==> src/rtl/aurora_rx_lock_ctrl_if.sv <==
// aurora_rx_lock_ctrl_if: sync-header input and lock/slip status bundle for one Aurora rx lane
interface aurora_rx_lock_ctrl_if;
    logic [1:0] hdr_i;
    logic       hdr_valid_i;
    logic       gbox_slip_o;
    logic       serdes_slip_o;
    logic       locked_o;
    logic       sweep_fail_o;
    logic [6:0] slip_cnt_o;
    logic [1:0] state_o;
    modport master (
        output hdr_i, hdr_valid_i,
        input  gbox_slip_o, serdes_slip_o, locked_o, sweep_fail_o, slip_cnt_o, state_o
    );
    modport slave (
        input  hdr_i, hdr_valid_i,
        output gbox_slip_o, serdes_slip_o, locked_o, sweep_fail_o, slip_cnt_o, state_o
    );
endinterface

==> src/rtl/aurora_rx_lock_ctrl.sv <==
// aurora_rx_lock_ctrl: 64b/66b block-lock FSM with gearbox slip sweep and SERDES bitslip escalation
module aurora_rx_lock_ctrl #(
    parameter int LOCK_GOOD_CNT   = 64,
    parameter int WINDOW          = 64,
    parameter int UNLOCK_BAD_CNT  = 16,
    parameter int SLIP_WAIT       = 32,
    parameter int SLIPS_PER_SWEEP = 66,
    parameter int FAIL_SWEEPS     = 2
) (
    input logic                  clk_rx_i,
    input logic                  rst_n_i,
    aurora_rx_lock_ctrl_if.slave lane
);
    localparam int GW = $clog2(LOCK_GOOD_CNT + 1);
    localparam int NW = $clog2(WINDOW + 1);
    localparam int BW = $clog2(UNLOCK_BAD_CNT + 1);
    localparam int TW = $clog2(SLIP_WAIT + 1);
    localparam int SW = $clog2(FAIL_SWEEPS + 1);
    localparam logic [GW-1:0] GOOD_MAX  = GW'(LOCK_GOOD_CNT);
    localparam logic [NW-1:0] WIN_MAX   = NW'(WINDOW);
    localparam logic [BW-1:0] BAD_MAX   = BW'(UNLOCK_BAD_CNT);
    localparam logic [TW-1:0] WAIT_LAST = TW'(SLIP_WAIT - 1);
    localparam logic [6:0]    SLIP_MAX  = 7'(SLIPS_PER_SWEEP);
    localparam logic [SW-1:0] SWEEP_MAX = SW'(FAIL_SWEEPS);

    typedef enum logic [1:0] {HUNT = 2'd0, SLIP = 2'd1, WAIT = 2'd2, LOCKED = 2'd3} state_t;

    state_t        state, state_nx;
    logic [GW-1:0] good, good_nx, good_inc;
    logic [NW-1:0] win, win_nx, win_inc;
    logic [BW-1:0] bad, bad_nx, bad_new;
    logic [TW-1:0] wcnt, wcnt_nx;
    logic [6:0]    slip, slip_nx, slip_inc;
    logic [SW-1:0] sweep, sweep_nx;
    logic          fail, fail_nx, gslip, gslip_nx, sslip, sslip_nx, locked, locked_nx;
    logic          legal, wrap;

    assign legal    = ^lane.hdr_i;
    assign good_inc = good + 1'b1;
    assign win_inc  = win + 1'b1;
    assign bad_new  = legal ? bad : bad + 1'b1;
    assign slip_inc = slip + 1'b1;
    assign wrap     = slip_inc == SLIP_MAX;

    // Slip side effects are registered on entry to SLIP so the pulse and slip_cnt_o share an edge
    always_comb begin
        state_nx = state;
        good_nx  = good;
        win_nx   = win;
        bad_nx   = bad;
        wcnt_nx  = wcnt;
        slip_nx  = slip;
        sweep_nx = sweep;
        fail_nx  = fail;
        gslip_nx = 1'b0;
        sslip_nx = 1'b0;
        case (state)
            HUNT: begin
                if (lane.hdr_valid_i && legal) begin
                    good_nx = good_inc;
                    if (good_inc == GOOD_MAX) begin
                        state_nx = LOCKED;
                        good_nx  = '0;
                        slip_nx  = '0;
                        sweep_nx = '0;
                        win_nx   = '0;
                        bad_nx   = '0;
                    end
                end else if (lane.hdr_valid_i) begin
                    state_nx = SLIP;
                    good_nx  = '0;
                    gslip_nx = 1'b1;
                    sslip_nx = wrap;
                    slip_nx  = wrap ? '0 : slip_inc;
                    sweep_nx = (wrap && sweep != SWEEP_MAX) ? sweep + 1'b1 : sweep;
                    fail_nx  = fail | (sweep_nx == SWEEP_MAX);
                end
            end
            SLIP: begin
                state_nx = WAIT;
                wcnt_nx  = '0;
            end
            WAIT: begin
                wcnt_nx  = wcnt + 1'b1;
                state_nx = wcnt == WAIT_LAST ? HUNT : WAIT;
                good_nx  = '0;
            end
            LOCKED: begin
                if (lane.hdr_valid_i) begin
                    win_nx = win_inc;
                    bad_nx = bad_new;
                    if (bad_new == BAD_MAX) begin
                        state_nx = HUNT;
                        good_nx  = '0;
                        win_nx   = '0;
                        bad_nx   = '0;
                    end else if (win_inc == WIN_MAX) begin
                        win_nx = '0;
                        bad_nx = '0;
                    end
                end
            end
        endcase
        locked_nx = state_nx == LOCKED;
    end

    always_ff @(posedge clk_rx_i or negedge rst_n_i) begin
        if (!rst_n_i) begin
            state  <= HUNT;
            good   <= '0;
            win    <= '0;
            bad    <= '0;
            wcnt   <= '0;
            slip   <= '0;
            sweep  <= '0;
            fail   <= 1'b0;
            gslip  <= 1'b0;
            sslip  <= 1'b0;
            locked <= 1'b0;
        end else begin
            state  <= state_nx;
            good   <= good_nx;
            win    <= win_nx;
            bad    <= bad_nx;
            wcnt   <= wcnt_nx;
            slip   <= slip_nx;
            sweep  <= sweep_nx;
            fail   <= fail_nx;
            gslip  <= gslip_nx;
            sslip  <= sslip_nx;
            locked <= locked_nx;
        end
    end

    assign lane.gbox_slip_o   = gslip;
    assign lane.serdes_slip_o = sslip;
    assign lane.locked_o      = locked;
    assign lane.sweep_fail_o  = fail;
    assign lane.slip_cnt_o    = slip;
    assign lane.state_o       = state;
endmodule

==> src/flat_wrapper.sv <==
// flat-port wrapper written by rule: the top's interface ports become plain ports
module aurora_rx_lock_ctrl_flat 
#(
    parameter int LOCK_GOOD_CNT   = 64,
    parameter int WINDOW          = 64,
    parameter int UNLOCK_BAD_CNT  = 16,
    parameter int SLIP_WAIT       = 32,
    parameter int SLIPS_PER_SWEEP = 66,
    parameter int FAIL_SWEEPS     = 2
)
  (clk_rx_i, rst_n_i, lane_hdr_i, lane_hdr_valid_i, lane_gbox_slip_o, lane_serdes_slip_o, lane_locked_o, lane_sweep_fail_o, lane_slip_cnt_o, lane_state_o);
  aurora_rx_lock_ctrl_if lane_i ();
  input logic clk_rx_i;
  input logic rst_n_i;
  input wire logic [$bits(lane_i.hdr_i)-1:0] lane_hdr_i;
  input wire logic [$bits(lane_i.hdr_valid_i)-1:0] lane_hdr_valid_i;
  output wire logic [$bits(lane_i.gbox_slip_o)-1:0] lane_gbox_slip_o;
  output wire logic [$bits(lane_i.serdes_slip_o)-1:0] lane_serdes_slip_o;
  output wire logic [$bits(lane_i.locked_o)-1:0] lane_locked_o;
  output wire logic [$bits(lane_i.sweep_fail_o)-1:0] lane_sweep_fail_o;
  output wire logic [$bits(lane_i.slip_cnt_o)-1:0] lane_slip_cnt_o;
  output wire logic [$bits(lane_i.state_o)-1:0] lane_state_o;
  assign lane_i.hdr_i = lane_hdr_i;
  assign lane_i.hdr_valid_i = lane_hdr_valid_i;
  assign lane_gbox_slip_o = lane_i.gbox_slip_o;
  assign lane_serdes_slip_o = lane_i.serdes_slip_o;
  assign lane_locked_o = lane_i.locked_o;
  assign lane_sweep_fail_o = lane_i.sweep_fail_o;
  assign lane_slip_cnt_o = lane_i.slip_cnt_o;
  assign lane_state_o = lane_i.state_o;
  aurora_rx_lock_ctrl #(.LOCK_GOOD_CNT(LOCK_GOOD_CNT), .WINDOW(WINDOW), .UNLOCK_BAD_CNT(UNLOCK_BAD_CNT), .SLIP_WAIT(SLIP_WAIT), .SLIPS_PER_SWEEP(SLIPS_PER_SWEEP), .FAIL_SWEEPS(FAIL_SWEEPS)) u_core (.clk_rx_i(clk_rx_i), .rst_n_i(rst_n_i), .lane(lane_i));
endmodule
==> config.mk <==
export PLATFORM = sky130hd
export DESIGN_NAME = aurora_rx_lock_ctrl_flat
export DESIGN_NICKNAME = d
export VERILOG_FILES = /design/src/rtl/aurora_rx_lock_ctrl_if.sv /design/src/rtl/aurora_rx_lock_ctrl.sv /design/src/flat_wrapper.sv
export SDC_FILE = /design/constraint.sdc
export NUM_CORES = 1
export LEC_CHECK = 0
export ABC_AREA = 1
export CAP_MARGIN = 0
export CELL_PAD_IN_SITES_DETAIL_PLACEMENT = 1
export CELL_PAD_IN_SITES_GLOBAL_PLACEMENT = 1
export CORE_ASPECT_RATIO = 1.1
export CORE_MARGIN = 8
export CORE_UTILIZATION = 39
export DETAILED_ROUTE_END_ITERATION = 16
export PLACE_DENSITY = 0.87
export REMOVE_ABC_BUFFERS = 1
export SYNTH_ARGS = -nofsm -noshare
export SYNTH_HDL_FRONTEND = slang
export SYNTH_SLANG_ARGS = --single-unit
==> constraint.sdc <==
create_clock -name clk_rx_i -period 1.6 [get_ports clk_rx_i]
set_input_delay 0.16 -clock clk_rx_i [delete_from_list [all_inputs] [get_ports clk_rx_i]]
set_output_delay 0.16 -clock clk_rx_i [all_outputs]
set_load 0.01 [all_outputs]
==> metrics.md <==
| Metric | Value |
|---|---|
| Slew margin rel. | `0.560` |
| TritonRoute pass-1 iters | `4` |
| Worst EP arrival | `2.20 ns` |
| Largest net degree at the start of global routing | `30` |
| Critical path's top delay family | `simple AND/OR/NAND/NOR gates` |
| Setup ws final | `-0.376 ns` |
| Final ANT Viol Nets | `0` |
| Internal cell power | `2940 uW` |
| Async SR Flop Fraction | `1.00` |
| Layout area overhead | `53.0%` |
| Critical path class | `reg2reg` |
| Hold WS | `between 0.4 and 0.5 ns` |
| Post-Synthesis Cells | `316` |
| Number of I/O pins | `18` |
| Static Leak | `approximately 0.0018 uW` |
| Commonest cells after routing, fill and taps aside | `75 x nand2_1, 52 x buf_4, 38 x dfrtp_1` |
| Sequential power share | `0.291` |
| Fraction of layout cells with a size suffix above 1 | `0.392` |
| Yosys cell types | `28` |
| Top_reg_cell synth | `dfrtp_1` |
| Critical Path Fanout Max | `5` |
| Initial DRC count | `about 110` |
| CTS tree | `built` |
| DP HPWL | `roughly 4.9 mm` |
| CP endpoint kind | `flop` |
| Core ar. | `0.00604 mm2` |
| Residual DRC | `0` |
| Clock latency on the worst-skew pair | `~0.30 ns` |
| Final slew viol count | `0` |
| Worst-Margin Slew | `0.660 ns` |
| Final core occ | `0.604` |
| Failing checks | `setup timing` |
| Avg Cell Area, Syn | `roughly 7.6 um2` |
| Clock transition at path regs | `around 0.090 ns` |
| Clock Tree Root | `clkbuf_8` |
| Psw | `roughly 2400 uW` |
| Most common cell after layout, fill and taps aside | `nand2_1` |
| Worst Hold Class | `in2async` |
| GRT Total Usage | `0.169` |
| Max capacitance violation total | `0` |
| Final non-filler cell total | `between 400 and 500` |
| Period utilization | `1.24` |
| Hold Violations, Final | `0` |
| Switching share of power | `0.453` |
| Setup-failing EPs final | `32` |
| Sum Neg Setup Slack | `-7.50 ns` |
| RSZ-0062 raised after global routing | `true` |
| Clock sinks | `40` |
| Critical path required time | `around 1.8 ns` |
| Cell Area, Synth | `roughly 0.0024 mm2` |
| Crit path buffers/inverters | `1` |
| Post-synth EDFFs | `0` |
| CTS Buf Count | `5` |
| Total grt overflow | `0` |
| Max stage delay on crit path | `roughly 0.40 ns` |
| Global-route wire length before repair | `around 12 mm` |
| Max clock buf depth | `2` |
| Routed len/inst | `roughly 21 um` |
| Fmax achieved | `slightly above 0.5 GHz` |
| Logic pwr share | `0.580` |
| Period minus WS final | `about 2.0 ns` |
| Tot Pwr | `roughly 5400 uW` |
| Max Clock Skew | `approximately 0.014 ns` |
| FF+latch count, synth | `40` |
| Vias in the first global route | `roughly 2,600` |
| Post-Route WL | `between 10 and 15 mm` |
| # H-tree levels | `2` |
| Maximum vdd drop | `~0.8 mV` |
| Initial core utilization | `0.395` |
| Cell Rows | `30` |
| Die Span X | `90.6 um` |
| Yosys warns | `0` |
| PD cells | `1470 mW/mm2` |
| N_diodes | `0` |
| Initial antenna violation count | `0` |
| Status | `finished, violations left` |
| Crit-path cells | `ha_2, nand2_4, o21bai_1, o21ai_1, nand2_1, nor2_4, nand3_4, a21oi_2, buf_6, nand2_2, o21ai_1` |
| CP max-delay cell | `dfrtp_1` |
| Die area | `~0.0089 mm2` |
| Nets | `between 400 and 500` |
| Port bufs | `17` |
| RePlAce Congestion | `between 0.8 and 0.9` |
| Dpl cells | `460` |
| Vias | `approximately 2,700` |
| Crit start category | `flop` |
| Vias per cell | `roughly 5.5` |
| Die H | `approximately 100 um` |
| CP dominant cell by count | `o21ai_1` |
| Clk network pwr share | `0.129` |
| Seq/Total Area, Yosys | `0.419` |
==> power groups by stage <==
stage	Combinational (uW)	Clock [uW]	Sequential, uW
detailed placement	2080	0	1480
global placement	1980	0	1460
CTS	2350	698	1470
global route	3290	740	1580
finish	3120	692	1560
floorplan	977	0	1530
==> cell usage after synthesis, types with 3 or more instances <==
cell type / number / area share
dfrtp_1: 40 / 0.42
nand4_1: 9 / 0.024
nand2_1: 94 / 0.15
nand2_2: 5 / 0.013
o21ai_0: 14 / 0.029
o21ai_1: 3 / 0.0063
nor3_1: 5 / 0.010
nor2_1: 28 / 0.044
a21oi_1: 8 / 0.017
o21ai_2: 6 / 0.022
ha_1: 10 / 0.052
inv_1: 39 / 0.061
nand3b_1: 3 / 0.0094
nand3_1: 28 / 0.059
xor2_1: 8 / 0.029
==> worst paths after layout <==
path,from,endpoint,slack [ns],cells after the start
max,u_core.good[0]$_DFFE_PN0P_,u_core.win[5]$_DFFE_PN0P_,-0.38,11
min,rst_n_i,u_core.lane.slip_cnt_o[4]$_DFFE_PN0P_,0.42,2
max reg2reg,u_core.good[0]$_DFFE_PN0P_,u_core.win[5]$_DFFE_PN0P_,-0.38,11
min reg2reg,u_core.lane.sweep_fail_o$_DFFE_PN0P_,u_core.lane.sweep_fail_o$_DFFE_PN0P_,0.49,2
max in group asynchronous,rst_n_i,u_core.win[2]$_DFFE_PN0P_,0.58,3
min in group clk_rx_i,u_core.lane.sweep_fail_o$_DFFE_PN0P_,u_core.lane.sweep_fail_o$_DFFE_PN0P_,0.49,2
==> cell type report <==
class | count | area, um2
fill | 705 | 2390
multi-input combinational | 237 | 1630
clock buffer | 5 | 68.8
inverter | 40 | 160
sequential | 40 | 1000
clock inverter | 3 | 18.8
timing repair buffer | 78 | 673
tap | 80 | 100
==> state kept, by name, summed over array words and instances (netlist names) <==
signal and count:
u_core.win 7, u_core.lane.slip_cnt_o 7, u_core.lane.sweep_fail_o 1, u_core.lane.state_o 2, u_core.bad 5, u_core.wcnt 6
u_core.good 7, u_core.lane.locked_o 1, u_core.lane.gbox_slip_o 1, u_core.sweep 2, u_core.lane.serdes_slip_o 1
==> through the flow <==
step | cell area (um2) | setup WS [ns]
floorplan | 2360 | -0.0492
global placement | 3000 | -0.277
detailed placement | 3000 | -0.468
CTS | 3210 | -0.201
global route | 3650 | -0.437
finish | 3650 | -0.376
==> worst register-to-register path, stage by stage (launching register included) <==
cell and delay (ns):
dfrtp_1 0.40, ha_2 0.21, nand2_4 0.07, o21bai_1 0.06
o21ai_1 0.12, nand2_1 0.14, nor2_4 0.17, nand3_4 0.18
a21oi_2 0.26, buf_6 0.16, nand2_2 0.06, o21ai_1 0.08
==> cell families after synthesis <==
| kind of cell | synth area share |
|---|---|
| AO/OA/AOI/OAI | 0.0860 |
| flip-flops | 0.419 |
| adder cells (fa/ha/maj) | 0.0524 |
| buffers and inverters | 0.0728 |
| AND/OR/NAND/NOR | 0.336 |
| XOR/XNOR | 0.0330 |
==> metal layers <==
metal  share of wire  vias up  global-route usage
met5               0        -                   0
met4           0.032        0              0.0718
met3           0.036       33              0.0299
met2            0.54       69               0.315
met1            0.39     1366               0.182
li1                -     1198                   -
==> repair_timing <==
| item | CTS | global route |
|---|---|---|
| resized for setup | 31 | 90 |
| hold endpoints to repair | 27 | 0 |
| gates cloned | 0 | 3 |
| pin swaps | 3 | 31 |
| buffers inserted | 3 | 8 |
| setup endpoints to repair | 33 | 35 |
| hold buffers | 1 | 0 |
(Power assumes the default switching activity.)
